File: config.mk
export PLATFORM = sky130hd
export DESIGN_NAME = lcd_spi_write
export DESIGN_NICKNAME = d
export VERILOG_FILES = /design/src/rtl/lcd_spi_write.sv
export SDC_FILE = /design/constraint.sdc
export NUM_CORES = 1
export LEC_CHECK = 0
export BUFFER_PORTS_ARGS = -buffer_cell sky130_fd_sc_hd__buf_4
export CAP_MARGIN = 10
export CORE_UTILIZATION = 45
export DETAILED_ROUTE_END_ITERATION = 10
export PLACE_DENSITY = 0.73
export RECOVER_POWER = 100
export SLEW_MARGIN = 20
export SYNTH_ARGS = -nofsm -noshare
export SYNTH_HDL_FRONTEND = slang
export SYNTH_SLANG_ARGS = --single-unit
File: constraint.sdc
create_clock -name sys_clk_50MHz -period 2.1 [get_ports sys_clk_50MHz]
set_input_delay 0.42 -clock sys_clk_50MHz [delete_from_list [all_inputs] [get_ports sys_clk_50MHz]]
set_output_delay 0.42 -clock sys_clk_50MHz [all_outputs]
set_load 0.03 [all_outputs]
File: src/rtl/lcd_spi_write.sv
// Serialises one 9-bit LCD word (D/C + byte) onto a mode-0 SPI link, MSB first.
// One word is handled per request; a short CS-high gap follows each byte.
module lcd_spi_write #(
    parameter logic [3:0] SCLK_HALF = 4'd2,
    parameter logic [2:0] GAP_CYC   = 3'd2
) (
    input  logic       sys_clk_50MHz,
    input  logic       sys_rst,
    input  logic       en_write,
    input  logic [8:0] data,
    output logic       wr_done,
    output logic       busy,
    output logic       lcd_sclk,
    output logic       lcd_mosi,
    output logic       lcd_dc,
    output logic       lcd_cs
);

    typedef enum logic [2:0] {
        IDLE  = 3'd0,
        LOAD  = 3'd1,
        SHIFT = 3'd2,
        DONE  = 3'd3,
        GAP   = 3'd4
    } state_t;

    localparam logic [3:0] HALF_LAST = SCLK_HALF - 4'd1;
    // DONE already counts as the first gap clock, so GAP itself lasts GAP_CYC-1 clocks.
    localparam logic [2:0] GAP_LAST  = (GAP_CYC > 3'd1) ? (GAP_CYC - 3'd2) : 3'd0;

    state_t     state;
    logic [3:0] half_cnt;
    logic [2:0] bit_cnt;
    logic [2:0] gap_cnt;
    logic [7:0] shift_q;

    always_ff @(posedge sys_clk_50MHz or posedge sys_rst) begin
        if (sys_rst) begin
            state    <= IDLE;
            half_cnt <= 4'd0;
            bit_cnt  <= 3'd0;
            gap_cnt  <= 3'd0;
            shift_q  <= 8'd0;
            lcd_sclk <= 1'b0;
            lcd_mosi <= 1'b0;
            lcd_dc   <= 1'b0;
            lcd_cs   <= 1'b1;
            wr_done  <= 1'b0;
            busy     <= 1'b0;
        end else begin
            wr_done <= 1'b0;
            case (state)
                IDLE: begin
                    if (en_write) begin
                        state    <= LOAD;
                        busy     <= 1'b1;
                        shift_q  <= data[7:0];
                        lcd_dc   <= data[8];
                        lcd_mosi <= data[7];
                        lcd_cs   <= 1'b0;
                        lcd_sclk <= 1'b0;
                    end
                end

                LOAD: begin
                    state    <= SHIFT;
                    half_cnt <= 4'd0;
                    bit_cnt  <= 3'd0;
                end

                SHIFT: begin
                    if (half_cnt == HALF_LAST) begin
                        half_cnt <= 4'd0;
                        if (!lcd_sclk) begin
                            lcd_sclk <= 1'b1;
                        end else begin
                            // Falling edge: next bit goes out at the start of the low phase.
                            lcd_sclk <= 1'b0;
                            if (bit_cnt == 3'd7) begin
                                state   <= DONE;
                                wr_done <= 1'b1;
                                lcd_cs  <= 1'b1;
                            end else begin
                                bit_cnt  <= bit_cnt + 3'd1;
                                shift_q  <= {shift_q[6:0], 1'b0};
                                lcd_mosi <= shift_q[6];
                            end
                        end
                    end else begin
                        half_cnt <= half_cnt + 4'd1;
                    end
                end

                DONE: begin
                    gap_cnt <= 3'd0;
                    if (GAP_CYC > 3'd1) begin
                        state <= GAP;
                    end else begin
                        state <= IDLE;
                        busy  <= 1'b0;
                    end
                end

                GAP: begin
                    if (gap_cnt == GAP_LAST) begin
                        state <= IDLE;
                        busy  <= 1'b0;
                    end else begin
                        gap_cnt <= gap_cnt + 3'd1;
                    end
                end

                default: begin
                    state    <= IDLE;
                    busy     <= 1'b0;
                    lcd_cs   <= 1'b1;
                    lcd_sclk <= 1'b0;
                end
            endcase
        end
    end

endmodule

==> impl_metrics.sql <==
INSERT INTO impl_metrics (metric_group, metric, value, unit) VALUES
('global_routing', 'grt_antenna_before_repair', '0', ''),
('global_routing', 'grt_usage', '18.00', '%'),
('synth', 'synthFlopType', 'sky130_fd_sc_hd__dfrtp_1', ''),
('synth', 'ys.warnings.count', '0', ''),
('power_and_ir_drop', 'finalPower', '1.920', 'mW'),
('cts', 'cts_hold_buf', '0', ''),
('synth', 'syn_area_per_cell', '11.22', 'um2'),
('cells_and_area', 'nets', '173', ''),
('cells_and_area', 'syn_to_final_growth', '10.56', '%'),
('timing', 'worst_clock_skew', '0.006258', 'ns'),
('timing', 'rsz0062_at_grt', 'false', ''),
('cells_and_area', 'diodes', '0', ''),
('worst_setup_path', 'criticalPathCategory', 'reg2reg', ''),
('timing', 'drv_slew', '0', ''),
('cts', 'htreeDepth', '1', ''),
('synth', 'async_reset_ff_share', '100.0', '%'),
('global_routing', 'global_route_wire_length_before_repair', '4.781', 'mm'),
('power_and_ir_drop', 'swShare', '40.36', '%'),
('detailed_routing', 'detail_route.vias_per_cell', '5.545', ''),
('timing', 'worst_pin_slew', '1.409', 'ns'),
('worst_setup_path', 'timing.critical_path.from_type', 'flip-flop', ''),
('power_and_ir_drop', 'irDropWorstVdd', '0.4108', 'mV'),
('floorplan', 'initial_core_util', '48.13', '%'),
('run', 'timing.max_cap.violations', '0', ''),
('worst_setup_path', 'critPathMaxStageDelay', '0.61', 'ns'),
('floorplan', 'ioPinCount', '18', ''),
('floorplan', 'die_outline_width', '59.38', 'um'),
('synth', 'yosys.area.top_type_share', '42.23', '%'),
('synth', 'synthesis.nets', '150', ''),
('power_and_ir_drop', 'clkPwrFrac', '11.8', '%'),
('power_and_ir_drop', 'power_per_cell_area', '1173', 'nW/um2'),
('floorplan', 'fp-row-count', '20', ''),
('detailed_routing', 'detail_route.iter0.violations', '47', ''),
('timing', 'finalHoldViolCount', '0', ''),
('worst_setup_path', 'critPathArrivalTime', '2.13', 'ns'),
('floorplan', 'die_height', '59.38', 'um'),
('synth', 'synth.most_common_cell', 'sky130_fd_sc_hd__dfrtp_1', ''),
('power_and_ir_drop', 'power.share.combinational', '45.9', '%'),
('global_routing', 'first_global_vias', '1111', ''),
('placement', 'postPlaceCellArea', '1674', 'um2'),
('synth', 'synth_cell_type_count', '41', ''),
('run_status', 'run_status', 'finished, final reports clean', ''),
('synth', 'mappedNetlistArea', '1481', 'um2'),
('timing', 'fmax', '524.9', 'MHz'),
('power_and_ir_drop', 'power.sequential.fraction', '42.2', '%'),
('detailed_routing', 'first_pass_iters', '4', ''),
('timing', 'min_period', '1.905', 'ns'),
('detailed_routing', 'final_wirelength', '2.715', 'mm'),
('synth', 'synth-edff-count', '0', ''),
('floorplan', 'fp.coreArea', '3078', 'um2'),
('cts', 'clock_latency', '0.33', 'ns'),
('synth', 'synth-seq-area-share', '44.00', '%'),
('floorplan', 'dieArea', '3525', 'um2'),
('global_routing', 'grt_start_max_net_pins', '27', ''),
('timing', 'setup_viol', '0', ''),
('cts', 'tritoncts_num_sinks', '26', ''),
('synth', 'syn_inst', '132', ''),
('placement', 'count_of_buffers_from_port_buffering', '17', ''),
('cells_and_area', 'layout.filler_cells', '289', ''),
('worst_setup_path', 'cp.required', '2.33', 'ns'),
('detailed_routing', 'post-route-drc-count', '0', ''),
('cts', 'maximum_buffer_depth_of_the_clock_tree', '2', ''),
('power_and_ir_drop', 'power.net_switching', '0.7750', 'mW'),
('cts', 'tritoncts_clock_tree', 'yes', ''),
('worst_setup_path', 'critPathSlowestCell', 'sky130_fd_sc_hd__nor3b_2', ''),
('global_routing', 'globalRouteOverflowTotal', '0', ''),
('power_and_ir_drop', 'p_int', '1.145', 'mW'),
('placement', 'final_hpwl_dp', '2.015', 'mm'),
('detailed_routing', 'via_count', '1098', ''),
('detailed_routing', 'final_antenna_net_count', '0', ''),
('worst_setup_path', 'path_cells', 'nor3b_2, mux2_2, mux2_1', '');
## path summary, 6_finish.rpt
| check | from | to | slack [ns] | depth (start not counted) |
|---|---|---|---|---|
| max | state[1]$_DFFE_PP0P_ | shift_q[5]$_DFFE_PP0P_ | 0.19 | 3 |
| min | data[0] | shift_q[0]$_DFFE_PP0P_ | 0.30 | 3 |
| max reg2reg | state[1]$_DFFE_PP0P_ | shift_q[5]$_DFFE_PP0P_ | 0.19 | 3 |
| min reg2reg | shift_q[3]$_DFFE_PP0P_ | shift_q[3]$_DFFE_PP0P_ | 0.50 | 1 |
| max in group asynchronous | sys_rst | shift_q[2]$_DFFE_PP0P_ | 0.74 | 3 |
| min in group asynchronous | sys_rst | bit_cnt[2]$_DFFE_PP0P_ | 0.55 | 3 |
## per-layer routing
layer / track usage, % / wire [um] / up-vias / part of all wire (%)
li1: - / - / 527 / -
met1: 22.56 / 1196 / 527 / 44
met2: 30.82 / 1334 / 37 / 49
met3: 2.620 / 134 / 7 / 4.9
met4: 7.483 / 49 / 0 / 1.8
met5: 0 / 0 / - / 0
## per-stage QoR
stage                     setup WS [ns]  instances  util, %
after floorplan                  0.3548        132        -
after global placement           0.2559        194    54.39
final                            0.1949        198    53.21
after CTS                        0.1728        198    55.24
after detailed placement         0.1894        194    54.39
after global routing            0.05866        198    53.21
## power by group through the flow
stage          Combinational (mW)  Clock, mW  Sequential [mW]
4_1_cts                      1.01      0.233            0.826
3_3_place_gp                0.967          0            0.826
2_1_floorplan               0.717          0            0.869
3_5_place_dp                 1.00          0            0.838
5_1_grt                     0.975      0.251            0.837
6_report                    0.882      0.227            0.811
## cell type report
type | instances | area (um2) | area share [%]
clock buffer | 4 | 26.28 | 1.604
inverter | 10 | 37.54 | 2.292
multi-input combinational | 90 | 720.7 | 44.00
sequential | 26 | 651.9 | 39.80
tap | 44 | 55.05 | 3.361
timing repair buffer | 24 | 146.4 | 8.938
## critical path, delay by kind of cell, from the launching register on
kind             cells  cell delay (ns)
multiplexers         2             0.68
AND/OR/NAND/NOR      1             0.61
flip-flops           1             0.51
## layout by cell type, fill, tap and decap left out, drive strengths merged
cell and n:
a21bo 1, a21boi 1, a21oi 1, a221oi 1, a22o 1, a22oi 1, a2bb2oi 1, a31oi 4
a41o 1, and3b 2, and4 1, buf 14, clkbuf 14, dfrtp 25, dfstp 1, ha 6
inv 10, mux2 15, mux2i 2, nand2 7, nand2b 9, nand3 4, nand3b 2, nand4 3
nand4bb 1, nor2 4, nor2b 2, nor3 1, nor3b 2, nor4b 1, o211a 1, o211ai 1
o21ai 5, o22ai 3, o2bb2ai 1, o311ai 2, o31ai 1, o41ai 1, xnor2 1
## state kept, by name, summed over array words and instances, names as in the netlist
signal and flops:
busy 1, lcd_cs 1, gap_cnt 3, lcd_dc 1, shift_q 7, lcd_mosi 1, lcd_sclk 1, wr_done 1
bit_cnt 3, half_cnt 4, state 3
## logic make-up after synthesis
group	after synthesis	share of synthesized area (%)
AND/OR/NAND/NOR	39	17.48
AO/OA/AOI/OAI	27	13.18
flip-flops	26	44.00
multiplexers	17	14.27
buffers and inverters	16	5.406
adder cells (fa/ha/maj)	6	5.067
XOR/XNOR	1	0.5913
(Power assumes the default switching activity.)
